<file path="config.mk">
export PLATFORM = sky130hd
export DESIGN_NAME = cell_free_list_arb
export DESIGN_NICKNAME = d
export VERILOG_FILES = /design/src/rtl/cell_free_list_arb.sv
export SDC_FILE = /design/constraint.sdc
export NUM_CORES = 2
export LEC_CHECK = 0
export CAP_MARGIN = 5
export CORE_MARGIN = 5
export CORE_UTILIZATION = 34
export DETAILED_ROUTE_END_ITERATION = 16
export GPL_TIMING_DRIVEN = 0
export SETUP_SLACK_MARGIN = 0.5
export SYNTH_ARGS = -nofsm -noshare
export SYNTH_HDL_FRONTEND = slang
export SYNTH_SLANG_ARGS = --single-unit
</file>
<file path="constraint.sdc">
create_clock -name clk -period 20.8 [get_ports clk]
set_input_delay 6.24 -clock clk [delete_from_list [all_inputs] [get_ports clk]]
set_output_delay 6.24 -clock clk [all_outputs]
set_load 0.01 [all_outputs]
</file>
<file path="src/rtl/cell_free_list_arb.sv">
// cell_free_list_arb: cell buffer free list with round-robin alloc arbitration.
// After reset the list self-initialises with indices 0..NUM_BLOCKS-1 (INIT),
// then serves one alloc grant and one returned index per cycle (RUN).
// Optional build macro FL_DOUBLE_FREE_CHECK_EN adds an allocated bitmap that
// drops frees of indices not currently allocated and flags err_double_free_o.
module cell_free_list_arb #(
  parameter int NUM_REQ    = 4,
  parameter int NUM_BLOCKS = 256,
  parameter int ADDR_W     = $clog2(NUM_BLOCKS)
) (
  input  logic               clk,
  input  logic               rst_n,
  input  logic [NUM_REQ-1:0] alloc_req_i,
  output logic [NUM_REQ-1:0] alloc_gnt_o,
  output logic [ADDR_W-1:0]  alloc_idx_o,
  input  logic               free_valid_i,
  input  logic [ADDR_W-1:0]  free_idx_i,
  output logic               free_ready_o,
`ifdef FL_DOUBLE_FREE_CHECK_EN
  output logic               err_double_free_o,
`endif
  output logic               init_done_o,
  output logic [ADDR_W:0]    free_count_o
);

  localparam int RR_W = (NUM_REQ > 1) ? $clog2(NUM_REQ) : 1;
  localparam logic [ADDR_W:0] FULL_CNT = (ADDR_W+1)'(NUM_BLOCKS);

  typedef enum logic {
    INIT = 1'b0,
    RUN  = 1'b1
  } state_t;

  state_t               state_q, state_d;
  logic [ADDR_W-1:0]    head_q, head_d;
  logic [ADDR_W-1:0]    tail_q, tail_d;
  logic [ADDR_W:0]      count_q, count_d;
  logic [ADDR_W-1:0]    init_cnt_q, init_cnt_d;
  logic [RR_W-1:0]      rr_q, rr_d;
  logic [NUM_REQ-1:0]   gnt_q, gnt_d;
  logic [ADDR_W-1:0]    idx_q, idx_d;
  logic                 ready_q, ready_d;
  logic                 done_q, done_d;

  logic [ADDR_W-1:0]    mem [NUM_BLOCKS];
  logic                 mem_we;
  logic [ADDR_W-1:0]    mem_wdata;
  logic [ADDR_W-1:0]    head_data;

  logic [NUM_REQ-1:0]   elig;
  logic                 found;
  int unsigned          winner;
  logic                 free_acc;
  logic                 free_app;
  logic                 grant;

`ifdef FL_DOUBLE_FREE_CHECK_EN
  logic [NUM_BLOCKS-1:0] map_q, map_d;
  logic                  err_q, err_d;
`endif

  assign head_data = mem[head_q];

  // Round-robin search: first eligible requester at or after the RR pointer.
  always_comb begin
    elig   = alloc_req_i & ~gnt_q;
    found  = 1'b0;
    winner = 0;
    for (int unsigned i = 0; i < NUM_REQ; i++) begin
      if (!found && elig[(32'(rr_q) + i) % NUM_REQ]) begin
        found  = 1'b1;
        winner = (32'(rr_q) + i) % NUM_REQ;
      end
    end
  end

  // Next-state logic for list pointers, count, arbitration and handshakes.
  always_comb begin
    state_d    = state_q;
    head_d     = head_q;
    tail_d     = tail_q;
    count_d    = count_q;
    init_cnt_d = init_cnt_q;
    rr_d       = rr_q;
    gnt_d      = '0;
    idx_d      = idx_q;
    mem_we     = 1'b0;
    mem_wdata  = '0;
    free_acc   = 1'b0;
    free_app   = 1'b0;
    grant      = 1'b0;
`ifdef FL_DOUBLE_FREE_CHECK_EN
    map_d      = map_q;
    err_d      = err_q;
`endif
    case (state_q)
      INIT: begin
        mem_we     = 1'b1;
        mem_wdata  = init_cnt_q;
        tail_d     = tail_q + 1'b1;
        count_d    = count_q + 1'b1;
        init_cnt_d = init_cnt_q + 1'b1;
        if (init_cnt_q == '1) state_d = RUN;
`ifdef FL_DOUBLE_FREE_CHECK_EN
        map_d      = '0;
`endif
      end
      RUN: begin
        free_acc = free_valid_i && ready_q;
`ifdef FL_DOUBLE_FREE_CHECK_EN
        // A free of an index not marked allocated completes the handshake but is discarded.
        if (free_acc) begin
          if (map_q[free_idx_i]) begin
            free_app = 1'b1;
            map_d[free_idx_i] = 1'b0;
          end else begin
            err_d = 1'b1;
          end
        end
`else
        free_app = free_acc;
`endif
        if (free_app) begin
          mem_we    = 1'b1;
          mem_wdata = free_idx_i;
          tail_d    = tail_q + 1'b1;
        end
        // No bypass: a free accepted while empty is only grantable next cycle.
        grant = (count_q != '0) && found;
        if (grant) begin
          gnt_d[winner] = 1'b1;
          idx_d         = head_data;
          head_d        = head_q + 1'b1;
          rr_d          = RR_W'((winner + 1) % NUM_REQ);
`ifdef FL_DOUBLE_FREE_CHECK_EN
          map_d[head_data] = 1'b1;
`endif
        end
        count_d = count_q + (ADDR_W+1)'(free_app) - (ADDR_W+1)'(grant);
      end
      default: state_d = INIT;
    endcase
    ready_d = (state_d == RUN) && (count_d != FULL_CNT);
    done_d  = (state_d == RUN);
  end

  // Control and output registers with asynchronous active-low reset.
  always_ff @(posedge clk or negedge rst_n) begin
    if (!rst_n) begin
      state_q    <= INIT;
      head_q     <= '0;
      tail_q     <= '0;
      count_q    <= '0;
      init_cnt_q <= '0;
      rr_q       <= '0;
      gnt_q      <= '0;
      idx_q      <= '0;
      ready_q    <= 1'b0;
      done_q     <= 1'b0;
    end else begin
      state_q    <= state_d;
      head_q     <= head_d;
      tail_q     <= tail_d;
      count_q    <= count_d;
      init_cnt_q <= init_cnt_d;
      rr_q       <= rr_d;
      gnt_q      <= gnt_d;
      idx_q      <= idx_d;
      ready_q    <= ready_d;
      done_q     <= done_d;
    end
  end

  // List storage; contents are rebuilt in INIT so no reset is needed.
  always_ff @(posedge clk) begin
    if (mem_we) mem[tail_q] <= mem_wdata;
  end

`ifdef FL_DOUBLE_FREE_CHECK_EN
  // Allocated bitmap and sticky double-free flag.
  always_ff @(posedge clk or negedge rst_n) begin
    if (!rst_n) begin
      map_q <= '0;
      err_q <= 1'b0;
    end else begin
      map_q <= map_d;
      err_q <= err_d;
    end
  end

  assign err_double_free_o = err_q;
`endif

  assign alloc_gnt_o  = gnt_q;
  assign alloc_idx_o  = idx_q;
  assign free_ready_o = ready_q;
  assign init_done_o  = done_q;
  assign free_count_o = count_q;

endmodule

</file>
# Yosys cells after proc, flatten, opt, wreduce, memory -nomap -nowiden
# Memories as Yosys holds them, arrays and structs flattened. A register that Yosys moved wholly into a read port is not among the register bits.
# Index checks and enable logic that the tools add are counted.
[classes] reduce_logical=13 eq_ne=3 n_addsub=10 n_mux=31 multipliers=0 bitwise=3 n_lt_le_gt_ge=6 n_shift=0 div=0
[ops] op="32-bit by 1-bit >= comparator with 1-bit output (second input constant)" n=1
[ops] op="32-bit by 3-bit less-than comparator with 1-bit output (second input constant)" n=1
[ops] op="8-bit case mux with 2 select lines" n=2
[ops] op="8-bit by 1-bit adder with 8-bit output (second input constant)" n=3
[ops] op="9-bit case mux with 2 select lines" n=1
[ops] op="8-bit two-way mux" n=2
[ops] op="1-bit two-way mux" n=14
[ops] op="2-bit by 3-bit less-than comparator with 1-bit output (second input constant)" n=4
[ops] op="9-bit by 1-bit adder with 9-bit output" n=1
[ops] op="9-bit by 1-bit adder with 9-bit output (second input constant)" n=1
[ops] op="9-bit inequality test (second input constant)" n=1
[ops] op="9-bit nonzero test" n=1
[ops] op="9-bit by 1-bit subtractor with 9-bit output" n=1
[ops] op="1-bit binary-select mux with 2-bit select" n=4
[ops] op="8-bit equality test (second input constant)" n=1
[ops] op="2-bit two-way mux" n=4
[ops] op="4-bit two-way mux" n=2
[ops] op="1-bit logical AND" n=7
[ops] op="2-bit by 1-bit adder with 2-bit output (second input constant)" n=2
[ops] op="2-bit adder (second input constant)" n=2
[ops] op="4-bit bitwise AND" n=1
[ops] op="1-bit logical NOT" n=4
[ops] op="4-bit NOT" n=1
[ops] op="1-bit demux with 2-bit select" n=1
[ops] op="4 further kinds" n=4
[totals] n_memories=1 mem_bits_ro=0 ff_bits=41 in_bits=15 latch_bits=0 ramBits=2048
[memory_table] name="mem" words=256 width=8 rd=1 rd_ports_with_merged_regs=1 write_ports=1 line_no="45" rtl="logic [ADDR_W-1:0] mem [NUM_BLOCKS];"

# Logic depth before layout (Yosys ltp)
[logic_depth] word_depth=20 depth_mapped=17 mapped_depth_nobuf=17

# Least setup slack after synthesis
# No wires, ideal clock.
[synth_timing] kind="input to register" from="input port free_valid_i" to="memory mem[0][1] (netlist bit), data pin" slack_ns=5.858 required_ns=19.216 setup_ns=1.584 n_path_buf=0 arrival_ns=13.358 cell_stages=2 path_cell_list="nand2_1 -> o22ai_1"
[synth_via] elab_chain_len=3
[synth_rtl] item="start, declared" line_no="16" rtl="input logic free_valid_i,"
[synth_rtl] item="1-bit logical AND" line_no="109" rtl="free_acc = free_valid_i && ready_q;"
[synth_rtl] item="8-bit two-way mux" line_no="123" rtl="if (free_app) begin"
[synth_rtl] item="8-bit case mux with 2 select lines" line_no="96" rtl="case (state_q)"
[synth_rtl] item="via mem_wdata[1]" line_no="47" rtl="logic [ADDR_W-1:0] mem_wdata;"
[synth_rtl] item="end, declared" line_no="45"
# The timed path passes the listed nets, and every way through them passes these cells.

# Worst setup path after layout
[layout_timing] from="input port free_valid_i" to="memory mem[127][1] (netlist bit) (enable)"
[layout_via] elab_chain_len=5
[layout_rtl] item="1-bit logical AND" line_no="109"
[layout_rtl] item="1-bit two-way mux" line_no="123"
[layout_rtl] item="1-bit case mux with 2 select lines" line_no="96"
[layout_rtl] item="1-bit two-way mux" line_no="176" rtl="if (mem_we) mem[tail_q] <= mem_wdata;"
[layout_rtl] item="1-bit two-way mux (implied by the code)" line_no="176"
# No other way between the ends.

==> results.txt <==
global-route wire length before repair -> 333,000 µm
die area -> 253,000 µm²
combinational share of power -> 0.1%
vias in the first global route -> 42.8k
register area share after synthesis -> 76.1%
commonest non-fill, non-tap cell in the layout -> edfxtp_1
sequential power share -> 56.2%
initial cell density of the core -> 34.2%
crit path DAT -> 10,500 ps
Synth Area in XOR/XNOR -> 0.319%
Hold Path Origin -> init_cnt_q[2]
DR iter-0 viols -> 5,607
cell area after synthesis -> 82,500 µm²
setup TNS -> 0 ps
switch share -> 19.8%
overall die width -> 502 µm
final-stage net count -> 4,553
Req. time, crit path -> 21,250 ps
Most used DFF post-synth -> edfxtp_1
detailed-route wire length per cell -> 30.5 µm
Final Cycle Share -> 48.3%
setup slack after layout -> 10,750 ps
minimum clock period -> 10,050 ps
Fmax -> 99.5 MHz
Boundary Pins -> 38
post-synthesis cell type count -> 57
adder-cell area share of the yosys netlist -> 0.479%
sw power -> 1.61 mW
EDFF count, synth -> 2,048
DR vias -> 43.6k
Hold Crit Depth -> 1
Worst Path Max Fanout -> 11
dpl hpwl -> 164,000 µm
CTS Buf Count -> 207
Post-CTS Hold Buffers -> 0
Startpoint Class -> input pin
most frequent cells in the layout -> edfxtp_1 (2,048), mux2i_1 (376), mux4_2 (356)
Root Buffer -> clkbuf_16
largest net degree at the start of global routing -> 81
Pre-antenna DRT Iters -> 6
CTS tree -> yes
Final Hold Fails -> 0
Leak -> 25.6 nW
post-CTS resize count -> 0
clk sink count -> 2,097
syn_area_per_cell -> 19.6 µm²
Layout area overhead -> 14.9%
setup violators final -> 0
Clock power frac -> 43.7%
reg-to-reg endpoint -> alloc_idx_o[2]
Internal Power -> 6.51 mW
Die Y -> 502 µm
worst slack, placed -> 10,060 ps
kind of critical path -> in -> reg
transition time at the pin with the least slew margin -> 1440 ps
clock skew -> 40.6 ps
Crit. End Element -> flip-flop
Synth warnings -> 0
Worst VDD drop -> 98.1 µV
drt drc -> 0
number of port buffers -> 37
Reg-to-Reg Start -> head_q[2]
compound-gate portion of the synthesized area -> 4.52%
P per Cell Area -> 85.7 nW/µm²
H-tree levels -> 4
total gr overflow -> 0
R2R cell count -> 10
Final ANT Viol Nets -> 0
worst min-delay path endpoint -> init_cnt_q[2]
main combinational cell family by area after synthesis -> multiplexers
GRT Util Overall -> 18.7%
worst min path class -> reg -> reg
flop-to-flop setup slack -> 15,530 ps
Post-Syn Instances -> 4,199
Yosys reg bits -> 2,097
Via density -> 5.55
clock-pin slew on the worst setup and hold paths -> 60 ps
gpl congestion -> 0.939
initial antenna violation count -> 13
Total Wirelength -> 240,000 µm
Post-Syn Nets -> 4,245
Core Area -> 241,000 µm²
share of flip-flops with an asynchronous set or reset -> 2.34%
Clock Latency Late Sink -> 860 ps
layout cells sized above 1 -> 17.6%
max-cap viol count -> 0
Slew Limit Fails -> 0
proportion of synthesized area in mux cells -> 14.3%
RSZ-0062 raised after global routing -> false
Setup Buffers After CTS -> 0
Rel. slew slack -> 3.95%
Synth Area in Simple Gates -> 2.59%
status -> completed
Max Root-Sink Buffers -> 3
row count -> 180
-- synth_stat cells, drive strengths merged, types with 3 or more instances --
| cell type | n | share of area (%) |
|---|---|---|
| o31a | 7 | 0.074 |
| o221ai | 180 | 1.9 |
| a211oi | 27 | 0.25 |
| nor4 | 8 | 0.061 |
| nand2b | 8 | 0.061 |
| nand3 | 15 | 0.091 |
| edfxtp | 2048 | 75 |
| nor3 | 33 | 0.20 |
| a21boi | 7 | 0.064 |
| mux4 | 356 | 9.7 |
| inv | 30 | 0.14 |
| nand4 | 7 | 0.053 |
| nand2 | 73 | 0.33 |
| xor2 | 4 | 0.042 |
| o22ai | 96 | 0.73 |
| and3 | 4 | 0.030 |
| and2 | 6 | 0.046 |
| or3 | 3 | 0.023 |
| clkbuf | 140 | 0.64 |
| a22o | 7 | 0.074 |
| o21ai | 34 | 0.21 |
| mux2i | 376 | 4.6 |
| a221oi | 7 | 0.074 |
| xnor2 | 26 | 0.28 |
| nor2 | 309 | 1.4 |
| o31ai | 7 | 0.064 |
| nor3b | 5 | 0.046 |
| a22oi | 21 | 0.19 |
| a31oi | 3 | 0.023 |
| dfrtp | 49 | 1.5 |
| ha | 30 | 0.46 |
| nor4b | 7 | 0.074 |
| buf | 115 | 0.96 |
| a21o | 3 | 0.027 |
| nor2b | 10 | 0.076 |
| a21oi | 109 | 0.66 |
| a211o | 7 | 0.074 |
-- worst max path at each step --
| stage | to | start |
|---|---|---|
| CTS | mem[156][7] | free_valid_i |
| detailed placement | mem[142][0] | free_valid_i |
| finish | mem[127][1] | free_valid_i |
| global route | mem[157][1] | free_valid_i |
| floorplan | mem[0][1] | free_valid_i |
| global placement | mem[208][0] | init_done_o |
-- power by group through the flow --
stage / Clock, mW / Sequential (mW) / Combinational, mW
floorplan: 0 / 4.65 / 0.00209
global placement: 0 / 4.65 / 0.00759
detailed placement: 0 / 4.65 / 0.00824
CTS: 3.58 / 4.56 / 0.00830
global route: 3.77 / 4.56 / 0.00926
finish: 3.55 / 4.56 / 0.00818
-- flip-flops by register name, indices dropped and copies added (netlist names), 2 cells and up --
register      flops
alloc_gnt_o       4
alloc_idx_o       8
free_count_o      9
head_q            8
init_cnt_q        8
mem            2048
rr_q              2
tail_q            8
-- critical path: stages --
cell and delay [ps]:
clkdlybuf4s50_1 530, nand2_1 480, nand2_1 460, and3_1 200
clkbuf_1 240, nand2_1 680, clkbuf_2 720, nor2_1 920
-- through the flow --
stage,power (mW),instances,util (%),hold slack [ps],cell area [µm²]
floorplan,4.66,4199,-,458,82500
global placement,4.66,7421,36.0,485,86800
detailed placement,4.66,7483,36.7,484,88400
CTS,8.16,7860,39.3,496,94700
global route,8.34,7861,39.3,533,94700
finish,8.12,7867,39.3,489,94700
-- cells by family after synthesis --
logic type / Yosys count
DFF: 2097
muxes: 733
AOI/OAI and AO/OA: 525
and+or+nand+nor: 497
buffers and inverters: 286
adders and majority gates: 31
xor gates and xnor gates: 30
-- cell type report --
cell class,instances,area [µm²]
well taps,3185,3990
diodes,7,17.5
fillers,21497,146000
flip-flops and latches,2097,62700
plain buffers,255,1340
multi-input cells,1816,18400
inverters,31,116
clock buffers,256,5380
repair buffers,99,1800
clock inverters,121,955
-- layer usage --
metal	track usage, %	vias to the layer above	share of wire (%)
met4	7.79	6	4.7
met1	24.6	22993	39
met2	29.1	2206	46
li1	-	17984	-
met3	5.40	447	10
met5	0.381	-	0.067
No activity file was read; power rests on OpenSTA's default activity.
